==> src/rtl/mips_fetch_unit.sv <==
// Instruction-fetch stage: owns the PC, fetches words over a req/ack memory
// port, resolves j/jal locally and hands instructions to decode via valid/ready.
module mips_fetch_unit #(
    parameter int          ADDR_W       = 32,
    parameter logic [31:0] RESET_VECTOR = 32'h00400000,
    parameter int          COUNT_W      = 16,
    parameter bit          HALT_ON_ZERO = 1'b1
) (
    input  logic              clock,
    input  logic              reset,
    input  logic              redirect_valid,
    input  logic [ADDR_W-1:0] redirect_target,
    output logic              imem_req,
    output logic [ADDR_W-1:0] imem_addr,
    input  logic              imem_ack,
    input  logic [31:0]       imem_rdata,
    output logic              inst_valid,
    input  logic              inst_ready,
    output logic [31:0]       inst,
    output logic [ADDR_W-1:0] inst_pc,
    output logic [ADDR_W-1:0] pc_plus4,
    output logic              halted,
    output logic [COUNT_W-1:0] fetch_count
);

    localparam logic [ADDR_W-1:0] WORD_MASK = ~(ADDR_W'(3));
    localparam logic [ADDR_W-1:0] RESET_PC  = ADDR_W'(RESET_VECTOR) & WORD_MASK;

    typedef enum logic [1:0] {
        FETCH   = 2'd0,
        DELIVER = 2'd1,
        HALTED  = 2'd2
    } state_t;

    state_t              state_reg;
    logic [ADDR_W-1:0]   pc_reg;
    logic                req_reg;
    logic                squash_reg;
    logic [ADDR_W-1:0]   saved_target_reg;
    logic                inst_valid_reg;
    logic [31:0]         inst_reg;
    logic [ADDR_W-1:0]   inst_pc_reg;
    logic [ADDR_W-1:0]   pc_plus4_reg;
    logic                halted_reg;
    logic [COUNT_W-1:0]  fetch_count_reg;

    logic [ADDR_W-1:0]   seq_pc;
    logic [ADDR_W-1:0]   jump_target;
    logic [ADDR_W-1:0]   redirect_pc;
    logic                is_jump;
    logic                is_halt;

    assign seq_pc      = pc_reg + ADDR_W'(4);
    assign redirect_pc = redirect_target & WORD_MASK;
    // opcodes 6'h02 (j) and 6'h03 (jal) differ only in bit 26
    assign is_jump     = (imem_rdata[31:27] == 5'b00001);
    assign is_halt     = HALT_ON_ZERO && (imem_rdata == 32'h0000_0000);

    // The pseudo-direct jump keeps the region bits above the 28-bit jump field.
    generate
        if (ADDR_W > 28) begin : g_jump_region
            assign jump_target = {seq_pc[ADDR_W-1:28], imem_rdata[25:0], 2'b00};
        end else begin : g_jump_flat
            assign jump_target = {imem_rdata[25:0], 2'b00};
        end
    endgenerate

    always_ff @(posedge clock) begin
        if (reset) begin
            state_reg        <= FETCH;
            pc_reg           <= RESET_PC;
            req_reg          <= 1'b0;
            squash_reg       <= 1'b0;
            saved_target_reg <= '0;
            inst_valid_reg   <= 1'b0;
            inst_reg         <= '0;
            inst_pc_reg      <= '0;
            pc_plus4_reg     <= '0;
            halted_reg       <= 1'b0;
            fetch_count_reg  <= '0;
        end else begin
            case (state_reg)
                FETCH: begin
                    if (!req_reg) begin
                        // Idle cycle right after reset: nothing outstanding yet.
                        req_reg <= 1'b1;
                        if (redirect_valid) begin
                            pc_reg <= redirect_pc;
                        end
                    end else if (imem_ack) begin
                        if (squash_reg || redirect_valid) begin
                            // Returned word belongs to a dead path; refetch at target.
                            pc_reg     <= redirect_valid ? redirect_pc : saved_target_reg;
                            squash_reg <= 1'b0;
                        end else if (is_halt) begin
                            state_reg  <= HALTED;
                            halted_reg <= 1'b1;
                            req_reg    <= 1'b0;
                        end else begin
                            inst_reg       <= imem_rdata;
                            inst_pc_reg    <= pc_reg;
                            pc_plus4_reg   <= seq_pc;
                            inst_valid_reg <= 1'b1;
                            req_reg        <= 1'b0;
                            state_reg      <= DELIVER;
                            pc_reg         <= is_jump ? jump_target : seq_pc;
                        end
                    end else if (redirect_valid) begin
                        squash_reg       <= 1'b1;
                        saved_target_reg <= redirect_pc;
                    end
                end

                DELIVER: begin
                    if (redirect_valid) begin
                        inst_valid_reg <= 1'b0;
                        pc_reg         <= redirect_pc;
                        req_reg        <= 1'b1;
                        state_reg      <= FETCH;
                    end else if (inst_ready) begin
                        inst_valid_reg  <= 1'b0;
                        fetch_count_reg <= fetch_count_reg + COUNT_W'(1);
                        req_reg         <= 1'b1;
                        state_reg       <= FETCH;
                    end
                end

                HALTED: begin
                    req_reg        <= 1'b0;
                    inst_valid_reg <= 1'b0;
                    halted_reg     <= 1'b1;
                end

                default: begin
                    state_reg <= FETCH;
                    req_reg   <= 1'b0;
                end
            endcase
        end
    end

    assign imem_req    = req_reg;
    assign imem_addr   = pc_reg;
    assign inst_valid  = inst_valid_reg;
    assign inst        = inst_reg;
    assign inst_pc     = inst_pc_reg;
    assign pc_plus4    = pc_plus4_reg;
    assign halted      = halted_reg;
    assign fetch_count = fetch_count_reg;

endmodule
==> config.mk <==
export PLATFORM = sky130hd
export DESIGN_NAME = mips_fetch_unit
export DESIGN_NICKNAME = d
export VERILOG_FILES = /design/src/rtl/mips_fetch_unit.sv
export SDC_FILE = /design/constraint.sdc
export NUM_CORES = 1
export LEC_CHECK = 0
export ABC_AREA = 1
export BUFFER_PORTS_ARGS = -buffer_cell sky130_fd_sc_hd__buf_2
export CORE_MARGIN = 5
export CORE_UTILIZATION = 57
export DETAILED_ROUTE_END_ITERATION = 16
export PLACE_DENSITY = 0.83
export SLEW_MARGIN = 10
export SYNTH_ARGS = -nofsm -noshare
export SYNTH_HDL_FRONTEND = slang
export SYNTH_SLANG_ARGS = --single-unit
export TNS_END_PERCENT = 100
==> constraint.sdc <==
create_clock -name clock -period 4.05 [get_ports clock]
set_input_delay 0.405 -clock clock [delete_from_list [all_inputs] [get_ports clock]]
set_output_delay 0.405 -clock clock [all_outputs]
set_load 0.02 [all_outputs]
Word-level counts from Yosys, hierarchy flattened --
Cells that the tools add are included.
Word-level totals: register bits 182, bits of input ports 69, word-level logic and storage cells 81
Operators by class: add/subtract/negate cells 2, equality and inequality tests 12, mux-type cells 36, bitwise operators 5, reductions and logical operators 15
Operator list (number):
- $mux 32 | 6
- $pmux 32 s2 | 1
- $add 32x3->32 const B | 1
- $logic_not 32->1 | 1
- $mux 28 | 1
- $mux 1 | 18
- $add 16x1->16 const B | 1
- $reduce_and 5->1 | 3
- $mux 2 | 6
- $ne 2x2->1 const B | 5
- $reduce_and 3->1 | 3
- $ne 3x3->1 const B | 2
- $pmux 2 s3 | 1
- $reduce_and 6->1 | 1
- $reduce_bool 2->1 | 3
- $eq 5x1->1 const B | 1
- $not 1->1 | 5
- $ne 4x4->1 const B | 1
- $pmux 1 s2 | 2
- $reduce_and 4->1 | 1
- $pmux 1 s3 | 1
- $reduce_bool 3->1 | 1
- $eq 2x1->1 const B | 1
- $eq 2x2->1 const B | 1
- other kinds (3) | 3

Logic depth before layout (Yosys ltp) --
depth in word-level cells 7, gate-level depth with buffers 12, gate-level depth less buffers 12

Least setup slack after synthesis --
No wires, ideal clock.
kind register -> register, from register pc_reg[3], in the netlist imem_addr[3], to register pc_reg[16], in the netlist imem_addr[16], data arrival time 1.746 ns, required time 3.933 ns, path slack 2.187 ns, stages on the path, launching flop included 11, buffers on the path 0, cells stage by stage dfxtp_1 -> ha_1 -> nand3_1 -> nor2_1 -> nand3_1 -> nand2_1 -> nand2_1 -> o21ai_0 -> nand2_1 -> a21oi_1 -> nor2_1
On the way: longest elaborated chain between the ends 7
RTL lines:
- from (decl) | RTL line 36 | logic [ADDR_W-1:0] pc_reg;
- from (signal assigned) | RTL line 88 | pc_reg <= redirect_pc;
- from (signal assigned) | RTL line 93 | pc_reg <= redirect_valid ? redirect_pc : saved_target_reg;
- from (signal assigned) | RTL line 106 | pc_reg <= is_jump ? jump_target : seq_pc;
- $add 32x3->32 | RTL line 53 | assign seq_pc = pc_reg + ADDR_W'(4);
- $mux 28 | RTL line 106
- $mux 32 | RTL line 95 | end else if (is_halt) begin
- $mux 32 | RTL line 91 | if (squash_reg || redirect_valid) begin
- $mux 32 | RTL line 90 | end else if (imem_ack) begin
- $mux 32 | RTL line 84 | if (!req_reg) begin
- $pmux 32 s2 | RTL line 82 | case (state_reg)
Every way passes these cells. The select of a mux whose other input is x is not followed. A chain may end at the register's enable or synchronous reset.

Worst setup path after layout --
from register pc_reg[2], in the netlist imem_addr[2], to register pc_reg[16], in the netlist imem_addr[16]
The elaborated chain is that of the path after synthesis.

==> key figures <==
Outcome
  – Status: completed

Clocking
  – CTS root buf: clkbuf_16
  – Worst-path clk slew: 0.07 ns
  – CTS Buf Count: 17
  – Clk_lat worst skew: 0.44 ns
  – Clk sink count: 180
  – Hold buffer count at CTS: 0
  – Post-CTS Setup Bufs: 0
  – CTS tree: yes
  – H-tree lvl count: 4
  – Clock Path Buffers: 2
  – Cts repair resizes: 0

Timing
  – Worst slew pin tran: 0.918 ns
  – Slew HR: 0.387
  – Tmin final: 2.52 ns
  – Clock skew: 0.00741 ns
  – Setup Viol. Count Final: 0
  – Slew Limit Fails: 0
  – Final hold vios: 0
  – Tcrit/Tclk final: 0.623
  – Unrepaired setup endpoints after global routing: false
  – F_max: 0.396 GHz
  – Final setup TNS: 0 ns
  – Worst hold slack: 0.247 ns

Power and ir drop
  – Net Sw Power: 2.86 mW
  – Max rail drop VDD: 0.000362 V
  – Pwr dens: 635 nW/um2
  – Clock network power share: 0.246
  – Overall power: 6.69 mW
  – Switch share: 0.427
  – Static leakage: 4.73 nW
  – Flop pwr share: 0.365
  – Comb pwr share: 0.388
  – Int Power: 3.83 mW

Logic synthesis
  – Syn Inst Count: 1,327
  – Syn. warnings: 0
  – Largest area contributor in the netlist: dfxtp_1
  – Register area share after synthesis: 0.406
  – Flops & latches, synth: 180
  – Ys async rst share: 0
  – Largest cells by area after synthesis: dfxtp_1, nand2_1, o21ai_0
  – Main flop type after synthesis: dfxtp_1
  – Synth Area per Inst: 6.69 um2
  – Synth Cell Area: 8880 um2
  – Syn nets: 1,401
  – Synth top cells by count: nand2_1, nor2_1, dfxtp_1
  – EDFF count, synth: 0
  – Most instantiated library cell after synthesis: nand2_1
  – Area share of the largest cell type after synthesis: 0.406
  – Distinct cells, synth: 38

Placed design
  – Gp weighted congestion: 0.998
  – DP HPWL: 21,200 um
  – # port buffers: 213

GRT
  – Largest net degree at the start of global routing: 97
  – Grt ovf: 0
  – First-pass GRT wire length: 46,100 um
  – Number of global-route vias before repair: 8,866
  – GRT Total Usage: 0.317
  – Initial antenna violation count: 0

Floorplan
  – Initial Utilization: 0.582
  – Core box area: 15,300 um2
  – Die area: 18,200 um2
  – Floorplan row count: 45
  – Die Ht: 135 um
  – Io pins: 216
  – Die W: 135 um

Detailed routing
  – Wire per inst: 17.3 um
  – Drt pass-1 iters: 6
  – DRC: 0
  – Overall routed net length: 29,600 um
  – Post-detailed-route count of antenna-violating nets: 0
  – DR iter-0 viols: 1,209
  – Routed vias: 9,836
  – Via density: 5.74

Worst setup path
  – Arrival time of the worst setup path: 2.86 ns
  – RR Startpoint: imem_addr[2]
  – Worst R2R End: imem_addr[16]
  – Startpoint Class: register
  – Setup CP Type: reg -> reg
  – Setup crit end kind: register
  – Path depth of the worst reg2reg path: 10
  – Worst reg2reg setup slack: 1.53 ns
  – CP Data Required Time: 4.38 ns
  – Crit Path Max Fanout: 7

Cells and area
  – Share of cells above drive strength 1: 0.186
  – Nets: 1,564
  – Ant diodes: 0
  – Post-layout util: 0.690
  – Fill count: 1,346
  – Area grow syn2layout: 18.5%

Hold path
  – Hold Path Depth: 3
  – Tightest Hold Check Type: in -> reg
  – Hold Path Sink: inst[26]
  – Hold path startpoint: imem_rdata[26]

Flow run
  – Max_cap viols: 0
-- power groups by stage --
stage                     Sequential [mW]  Clock, mW  Combinational (mW)
final                                2.44       1.65                2.60
after global routing                 2.48       1.74                2.87
after CTS                            2.43       1.66                2.57
after detailed placement             2.46          0                2.55
after global placement               2.45          0                2.50
after floorplan                      2.67          0                1.55
-- layout by cell type, fill, tap and decap left out, types with 2 or more instances in the layout --
cell / synthesis / final
a21oi_1: 152 / 152
a31oi_1: 30 / 30
buf_12: 0 / 2
buf_2: 23 / 213
buf_4: 5 / 11
bufinv_16: 0 / 2
clkbuf_16: 0 / 17
clkinv_2: 0 / 4
clkinv_4: 0 / 3
clkinvlp_4: 0 / 4
dfxtp_1: 180 / 180
ha_1: 5 / 5
inv_1: 75 / 74
inv_2: 5 / 4
inv_6: 0 / 2
nand2_1: 307 / 307
nand2_2: 2 / 2
nand3_1: 60 / 60
nand3b_1: 2 / 2
nand4_1: 6 / 6
nor2_1: 186 / 186
nor2_2: 6 / 5
nor2_4: 1 / 2
nor3_1: 2 / 2
o211ai_1: 20 / 20
o21a_1: 4 / 4
o21ai_0: 178 / 178
xor2_1: 10 / 10
-- per-layer routing --
metal	wire length (um)	up-vias	track usage
met1	11700	4463	0.399
met2	13500	563	0.518
met4	1440	0	0.158
met3	3030	87	0.0667
met5	0	-	0
li1	-	4723	-
-- how the worst max path moves through the flow --
stage	startpoint	endpoint	cells after the start
2_1_floorplan	imem_addr[3]	imem_addr[16]	10
3_3_place_gp	imem_rdata[31]	imem_addr[4]	9
3_5_place_dp	imem_rdata[31]	imem_addr[4]	9
4_1_cts	state_reg[0]	imem_addr[27]	9
5_1_grt	imem_addr[2]	imem_addr[16]	10
6_report	imem_addr[2]	imem_addr[16]	10
-- through the flow --
| step | area [um2] | std cells | setup WS, ns |
|---|---|---|---|
| after floorplan | 8880 | 1327 | 2.19 |
| after global placement | 9950 | 1682 | 1.44 |
| after detailed placement | 9950 | 1682 | 1.41 |
| after CTS | 10500 | 1713 | 1.57 |
| after global routing | 10500 | 1713 | 1.27 |
| final | 10500 | 1713 | 1.53 |
-- kinds of logic (layout without fill, tap and decap cells) --
| kind of cell | after synthesis | in the layout | synth area share |
|---|---|---|---|
| AOI/OAI and AO/OA | 389 | 389 | 0.233 |
| xor gates and xnor gates | 10 | 10 | 0.00986 |
| adders and majority gates | 5 | 5 | 0.00704 |
| buffers and inverters | 163 | 338 | 0.0784 |
| DFF | 180 | 180 | 0.406 |
| and+or+nand+nor | 580 | 580 | 0.266 |
-- worst max-delay path, stage by stage (launching register included) --
cell     delay, ns
dfxtp_1       0.52
ha_1          0.43
nand3_1       0.21
nor2_1        0.43
nand3_1       0.12
nand2_1       0.08
nand2_1       0.11
o21ai_0       0.23
nand2_1       0.09
a21oi_1       0.13
nor2_1        0.06
-- area by class of cell --
class                   count  area (um2)  area share
repair buffers            226        1190       0.113
well taps                 211         264      0.0251
clock inverters            14         155      0.0147
multi-input cells         984        4590       0.436
inverters                  81         307      0.0291
clock buffers              17         425      0.0404
flip-flops and latches    180        3600       0.342
Power figures use the tool's default switching activity.
